==> src/rtl/dtc_wbuf.sv <==
// dtc_wbuf: write buffer placed directly after the dtc output stage.
// Every write strobe is captured (address + data) into a DEPTH-entry FIFO.
// The FIFO drains to the memory-side sink over a valid/ready handshake. The
// dtc cannot be stalled, so a write that finds the buffer full is dropped,
// flagged in a sticky bit and counted.
//
// Ports
//   clk            clock, rising edge
//   rst_n          synchronous reset, active HIGH despite the name (1 = reset)
//   wbuf_in_en     write strobe (dtc_out_en)
//   wbuf_in_addr   write address (dtc_out_addr)
//   wbuf_in        write data (dtc_out)
//   wbuf_out_vld   head entry valid
//   wbuf_out_rdy   sink accepts head entry
//   wbuf_out_addr  head entry address
//   wbuf_out       head entry data
//   wbuf_cnt       occupied entries, 0..DEPTH (includes the presented head)
//   wbuf_full      wbuf_cnt == DEPTH
//   wbuf_empty     wbuf_cnt == 0
//   wbuf_ovf       sticky overflow flag
//   wbuf_drop_cnt  dropped writes, saturating
//   wbuf_ovf_clr   clears wbuf_ovf and wbuf_drop_cnt (a same-cycle drop wins)
module dtc_wbuf #(
  parameter int unsigned DEPTH = 8,
  parameter int unsigned PW    = 3
) (
  input  logic          clk,
  input  logic          rst_n,
  input  logic          wbuf_in_en,
  input  logic [31:0]   wbuf_in_addr,
  input  logic [31:0]   wbuf_in,
  output logic          wbuf_out_vld,
  input  logic          wbuf_out_rdy,
  output logic [31:0]   wbuf_out_addr,
  output logic [31:0]   wbuf_out,
  output logic [PW:0]   wbuf_cnt,
  output logic          wbuf_full,
  output logic          wbuf_empty,
  output logic          wbuf_ovf,
  output logic [15:0]   wbuf_drop_cnt,
  input  logic          wbuf_ovf_clr
);

  localparam int unsigned CW = PW + 1;
  localparam int unsigned AW = 32;
  localparam int unsigned DW = 32;

  // Storage holds every occupied entry, including the one presented as head.
  logic [AW-1:0] mem_addr [DEPTH];
  logic [DW-1:0] mem_data [DEPTH];

  logic [PW-1:0] wr_ptr, rd_ptr;
  logic [PW-1:0] wr_ptr_n, rd_ptr_n, head_idx;
  logic [CW-1:0] cnt_n, avail;
  logic          pop, push, drop;
  logic          vld_n, ovf_n;
  logic [AW-1:0] addr_n;
  logic [DW-1:0] data_n;
  logic [15:0]   drop_cnt_n;

  // Handshake, occupancy and head-register next-state.
  always_comb begin
    pop        = wbuf_out_vld & wbuf_out_rdy;
    push       = wbuf_in_en & (~wbuf_full | pop);
    drop       = wbuf_in_en & ~push;
    wr_ptr_n   = wr_ptr + PW'(push);
    rd_ptr_n   = rd_ptr + PW'(pop);
    head_idx   = rd_ptr + PW'(pop);
    cnt_n      = wbuf_cnt + CW'(push) - CW'(pop);
    // Entries already in storage that remain after this cycle's pop.
    avail      = wbuf_cnt - CW'(pop);
    vld_n      = wbuf_out_vld;
    addr_n     = wbuf_out_addr;
    data_n     = wbuf_out;
    ovf_n      = wbuf_ovf;
    drop_cnt_n = wbuf_drop_cnt;

    // Head registers reload only when idle or when the current head leaves,
    // so they are frozen while vld=1 and rdy=0. A push arriving when nothing
    // older remains is bypassed straight into the head, keeping vld
    // continuous on a simultaneous push/pop at cnt==1.
    if (!wbuf_out_vld || pop) begin
      if (avail != '0) begin
        vld_n  = 1'b1;
        addr_n = mem_addr[head_idx];
        data_n = mem_data[head_idx];
      end else if (push) begin
        vld_n  = 1'b1;
        addr_n = wbuf_in_addr;
        data_n = wbuf_in;
      end else begin
        vld_n  = 1'b0;
      end
    end

    // Clear first, so a drop in the same cycle re-arms the flag and counts 1.
    if (wbuf_ovf_clr) begin
      ovf_n      = 1'b0;
      drop_cnt_n = '0;
    end
    if (drop) begin
      ovf_n = 1'b1;
      if (drop_cnt_n != 16'hFFFF) begin
        drop_cnt_n = drop_cnt_n + 16'd1;
      end
    end
  end

  // Control and output registers.
  always_ff @(posedge clk) begin
    if (rst_n) begin
      wr_ptr        <= '0;
      rd_ptr        <= '0;
      wbuf_cnt      <= '0;
      wbuf_full     <= 1'b0;
      wbuf_empty    <= 1'b1;
      wbuf_out_vld  <= 1'b0;
      wbuf_out_addr <= '0;
      wbuf_out      <= '0;
      wbuf_ovf      <= 1'b0;
      wbuf_drop_cnt <= '0;
    end else begin
      wr_ptr        <= wr_ptr_n;
      rd_ptr        <= rd_ptr_n;
      wbuf_cnt      <= cnt_n;
      wbuf_full     <= (cnt_n == CW'(DEPTH));
      wbuf_empty    <= (cnt_n == '0);
      wbuf_out_vld  <= vld_n;
      wbuf_out_addr <= addr_n;
      wbuf_out      <= data_n;
      wbuf_ovf      <= ovf_n;
      wbuf_drop_cnt <= drop_cnt_n;
    end
  end

  // Entry storage; contents are don't-care until written, so no reset.
  always_ff @(posedge clk) begin
    if (push && !rst_n) begin
      mem_addr[wr_ptr] <= wbuf_in_addr;
      mem_data[wr_ptr] <= wbuf_in;
    end
  end

endmodule

==> config.mk <==
export PLATFORM = sky130hd
export DESIGN_NAME = dtc_wbuf
export DESIGN_NICKNAME = d
export VERILOG_FILES = /design/src/rtl/dtc_wbuf.sv
export SDC_FILE = /design/constraint.sdc
export NUM_CORES = 1
export LEC_CHECK = 0
export BUFFER_PORTS_ARGS = -buffer_cell sky130_fd_sc_hd__buf_2
export CELL_PAD_IN_SITES_DETAIL_PLACEMENT = 0
export CELL_PAD_IN_SITES_GLOBAL_PLACEMENT = 1
export CORE_ASPECT_RATIO = 1.25
export CORE_MARGIN = 10
export CORE_UTILIZATION = 40
export CTS_CLUSTER_DIAMETER = 80
export DETAILED_ROUTE_END_ITERATION = 16
export PLACE_DENSITY = 0.75
export SYNTH_ARGS = -nofsm -noshare
export SYNTH_HDL_FRONTEND = slang
export SYNTH_SLANG_ARGS = --single-unit
==> constraint.sdc <==
create_clock -name clk -period 10.9 [get_ports clk]
set_input_delay 0.545 -clock clk [delete_from_list [all_inputs] [get_ports clk]]
set_output_delay 0.545 -clock clk [all_outputs]
set_load 0.05 [all_outputs]
* Yosys cells after proc, flatten, opt, wreduce, memory -nomap -nowiden
Memories as Yosys holds them, arrays and structs flattened.
Index checks and enable logic that the tools add are counted.
** Storage, ports and cells
- Register bits after elaboration :: 94
- Memory bits (writable) :: 512
- Bits of input ports :: 69
- Output and inout port bits :: 88
- Memories kept :: 2
** Memories
- mem_addr :: depth 8, bits a word 32, read ports 1, clocked after memory_dff 0, wr ports 1, line 49 : logic [AW-1:0] mem_addr [DEPTH];
- mem_data :: depth 8, bits a word 32, read ports 1, clocked after memory_dff 0, wr ports 1, line 50 : logic [DW-1:0] mem_data [DEPTH];
** Operators by class
- Add/sub/neg operators :: 6
- Equality and inequality tests :: 2
- Mux-type cells :: 13
- Bitwise operators :: 6
- Reductions and logical operators :: 9
** Operators with widths (number)
- $mux W32 :: 4
- $mux W16 :: 3
- $add A16 B1 Y16 const B :: 1
- $ne A16 B16 Y1 const B :: 1
- $sub A4 B1 Y4 :: 2
- $add A3 B1 Y3 :: 2
- $mux W1 :: 6
- $add A4 B1 Y4 :: 1
- $eq A4 B4 Y1 const B :: 1
- $logic_not A4 Y1 :: 1
- $reduce_bool A2 Y1 :: 2
- $reduce_bool A4 Y1 :: 1
- $and A1 B1 Y1 :: 3
- $logic_not A1 Y1 :: 2
- $not A1 Y1 :: 2
- $reduce_and A2 Y1 :: 1
- $logic_and A1 B1 Y1 :: 1
- $logic_or A1 B1 Y1 :: 1
- $or A1 B1 Y1 :: 1

* Depth between registers and ports, before layout
- Word-level depth :: 6
- Depth in mapped cells :: 11
- Mapped depth without buffers :: 10

* Worst setup path before layout
OpenSTA, ideal clock, no wires.
- Path kind :: register to register
- Start :: reg wbuf_out_vld
- End :: mem mem_addr[0][0] (enable)
- Setup time :: 666 ps
- Arrival :: 7672 ps
- Setup slack :: 2562 ps
- Cell stages (with the launch flop) :: 5
- Path buffers :: 1
- Cells stage by stage :: dfxtp_1 -> a21boi_2 -> nand2b_1 -> buf_4 -> nor4b_1
** Between the ends
- Longest elaborated chain between the ends :: 6
** Ends and longest elaborated chain
- start, declared :: line 32 : output logic wbuf_out_vld,
- start signal, assigned :: line 128 : wbuf_out_vld <= vld_n;
- $and A1 B1 Y1 :: line 63 : pop = wbuf_out_vld & wbuf_out_rdy;
- $or A1 B1 Y1 :: line 64 : push = wbuf_in_en & (~wbuf_full | pop);
- $and A1 B1 Y1 :: line 64
- $logic_and A1 B1 Y1 :: line 138 : if (push && !rst_n) begin
- $mux W1 :: line 138
- $mux W1 (implied by the code) :: line 139 : mem_addr[wr_ptr] <= wbuf_in_addr;
- end, declared :: line 49
Every way passes these cells.

* Final worst setup path
- Start :: reg wbuf_out_vld
- End :: mem mem_data[7][1] (enable)
** Between the ends
- Longest elaborated chain between the ends :: 6
** Ends and longest elaborated chain
- $and A1 B1 Y1 :: line 63
- $or A1 B1 Y1 :: line 64
- $and A1 B1 Y1 :: line 64
- $logic_and A1 B1 Y1 :: line 138
- $mux W1 :: line 138
- $mux W1 (implied by the code) :: line 140 : mem_data[wr_ptr] <= wbuf_in;
- end, declared :: line 50
Every way passes these cells.

==> results.py <==
metrics = {
    "pwr": {
        "power_mw": 6.533,
        "p_per_area_nw_per_um2": 239.8,
        "total_leakage_power_nw": 9.211,
        "peakVddDrop_mv": 0.1627,
    },
    "final_layout": {
        "layout_commonest_cell": "edfxtp_1",
        "area_delta_synth_final_pct": 15.54,
        "nNetsFinal": 1533,
        "fin_area_sq_um": 27240,
        "fillCellCount": 4820,
        "final_layout_size_suffix_gt1_share_pct": 28.25,
        "final_cell_mix": "512 x edfxtp_1, 156 x buf_2, 137 x nand2_1",
    },
    "global_route": {
        "grtUsageTotal_pct": 15.47,
        "gr-total-overflow": 0,
        "first_global_vias": 13360,
        "grt_max_degree": 71,
        "antenna_found_initial": 8,
        "grt_pass1_wl_mm": 83.19,
    },
    "sta": {
        "clock.fmax_mhz": 255.5,
        "worst_pin_slew_ns": 1.105,
        "slew_violations": 0,
        "min_period_ns": 3.914,
        "setup_violations": 0,
        "fin_worst_skew_ns": 0.01846,
        "period_share_pct": 35.91,
        "rsz0062_at_grt": "no",
        "final.setup.tns_ns": 0,
        "hold_violations": 0,
        "slew_headroom_pct": 26.32,
    },
    "synth": {
        "ys.flop_type": "edfxtp_1",
        "syn_area_sq_um": 23580,
        "avgSynthCellArea_sq_um": 18.22,
        "async_flop_share_pct": 0,
        "synth-edff-count": 512,
        "yosysWarningCount": 0,
        "synthCells": 1294,
        "yosysSeqAreaShare_pct": 73.18,
        "synth_cell_types": 56,
        "synth_seq_cells": 606,
        "synth_nets": 1376,
    },
    "detailed_routing": {
        "drc": 0,
        "drt-initial-drc-count": 922,
        "drt-total-wl_mm": 54.04,
        "avgRoutedWirePerCell_um": 23.91,
        "vias": 12580,
        "drtAntennaViolNets": 0,
        "via_per_inst": 5.567,
        "first_pass_iters": 5,
    },
    "floorplan": {
        "rows": 99,
        "core-area_sq_um": 58340,
        "dieArea_sq_um": 69120,
        "initial_core_util_pct": 40.42,
        "die_x_um": 237.2,
        "dieHeight_um": 291.5,
        "ios": 157,
    },
    "clocking": {
        "clockBufferDepth": 3,
        "post_cts_buffers": 0,
        "cts_buffers": 58,
        "cts-root-buf": "clkbuf_16",
        "postCtsResizedCells": 0,
        "h-tree-depth": 2,
        "cts_tree": "built",
        "numClockSinks": 606,
        "worstSkewPairLatency_ns": 0.64,
        "cts_hold_buf": 0,
        "clk_pin_slew_ns": 0.07,
    },
    "setup_path": {
        "crit_end": "mem_data[7][1]$_DFFE_PP_",
        "worst-path-buf-inv": 3,
        "startpoint_type": "flop",
        "worstPathArrival_ns": 4.15,
        "slowest_delay_ns": 0.78,
        "critical_path_required_ns": 11.14,
        "reg2reg_to": "mem_data[7][1]$_DFFE_PP_",
        "cp-end-kind": "flop",
        "critPathKind": "reg2reg",
        "crit_start": "wbuf_out_vld$_SDFFE_PP0N_",
        "crit_fanout": 68,
        "critical_path_depth": 7,
        "cpMostUsedCell": "buf_4",
        "r2r_start": "wbuf_out_vld$_SDFFE_PP0N_",
        "cpLargestDelayFamily": "buffers and inverters",
        "critical-path-slowest-cell": "buf_4",
        "r2r_cells": 7,
        "cp_cell_sequence": "a21boi_2, nand2b_1, inv_2, buf_4, nand2_1, nor2_4, buf_4",
        "r2r_slack_ns": 6.99,
    },
    "flow_run": {
        "maxCapViolCount": 0,
    },
    "placed_design": {
        "portBuffers": 156,
        "place_congestion": 0.7225,
        "dpl_cell_area_sq_um": 25240,
        "dpl.hpwl_mm": 29.14,
    },
    "outcome": {
        "status": "finished clean",
    },
    "min_path": {
        "hold_path.class": "in2reg",
    },
}
[logic make-up (layout without fill, tap and decap cells)]
| kind of cell | count (synthesis) | in the layout | synth area share [%] |
|---|---|---|---|
| adders and majority gates | 13 | 13 | 0.7216 |
| other | 0 | 2 | 0 |
| DFF | 606 | 606 | 73.18 |
| buffers and inverters | 95 | 302 | 1.740 |
| and+or+nand+nor | 283 | 283 | 5.741 |
| muxes | 130 | 130 | 12.32 |
| xor gates and xnor gates | 17 | 17 | 0.6315 |
| AOI/OAI and AO/OA | 150 | 150 | 5.667 |
[where the power goes]
| part | internal (mW) | leakage [nW] | switching (mW) |
|---|---|---|---|
| Clock | 1.22 | 0.979 | 0.862 |
| Sequential | 2.69 | 5.40 | 0.0908 |
| Combinational | 0.616 | 2.83 | 1.06 |
[stage by stage]
stage	setup slack [ns]	utilization, %	hold slack [ns]	std cells
2_1_floorplan	2.562	-	0.5457	1294
3_3_place_gp	6.725	43.25	0.4448	2148
3_5_place_dp	6.654	43.25	0.4508	2148
4_1_cts	6.910	46.69	0.1647	2258
5_1_grt	6.756	46.69	0.1975	2259
6_report	6.986	46.70	0.1933	2260
[worst min-delay path by stage]
stage	from	to	slack [ns]	cells past startpoint
after floorplan	wr_ptr[2]$_SDFF_PP0_	wr_ptr[2]$_SDFF_PP0_	0.55	2
after detailed placement	wbuf_out_addr[23]$_SDFFE_PP0P_	wbuf_out_addr[23]$_SDFFE_PP0P_	0.45	1
final	wbuf_in[9]	mem_data[6][9]$_DFFE_PP_	0.19	1
after global routing	wbuf_in[9]	mem_data[7][9]$_DFFE_PP_	0.20	1
after CTS	wbuf_in[13]	mem_data[5][13]$_DFFE_PP_	0.16	1
after global placement	wbuf_ovf$_SDFFE_PP0P_	wbuf_ovf$_SDFFE_PP0P_	0.44	2
[metal layers]
layer	GRT usage, %	wire length (um)	vias up
li1	-	-	5519
met3	3.242	3453	91
met2	25.65	26650	378
met5	0	73	-
met1	20.35	22840	6586
met4	3.904	1019	8
[cell usage after synthesis (4+ instances only)]
cell type  count  area, sq um
edfxtp_1     512        15370
nand2_1      137        514.2
mux4_2       128         2883
dfxtp_1       94         1882
nand3_1       66        330.3
a21o_1        64        480.5
a32o_1        64        640.6
clkbuf_1      44        165.2
buf_2         31        155.2
nor2_1        29        108.9
xnor2_1       15        131.4
inv_1         13        48.80
ha_1          12        150.1
nor2b_1       10        62.56
nor3_1        10        50.05
a21oi_1        6        30.03
buf_4          4        30.03
nor4_1         4        25.02
[cell type report]
cell class | count | area [sq um] | share of cell area (%)
Tap cell | 757 | 947.2 | 3.477
Inverter | 14 | 52.55 | 0.1929
Multi-Input combinational cell | 593 | 6033 | 22.15
Timing Repair Buffer | 178 | 945.9 | 3.472
Antenna cell | 2 | 5.005 | 0.01837
Clock buffer | 78 | 1627 | 5.970
Clock inverter | 32 | 376.6 | 1.382
Sequential cell | 606 | 17260 | 63.34
[flip-flops by register name (all words and copies together), names as in the netlist]
signal	flops
mem_addr	256
mem_data	256
rd_ptr	3
wbuf_cnt	4
wbuf_drop_cnt	16
wbuf_empty	1
wbuf_full	1
wbuf_out	32
wbuf_out_addr	32
wbuf_out_vld	1
wbuf_ovf	1
wr_ptr	3
No activity file was read; power rests on OpenSTA's default activity.
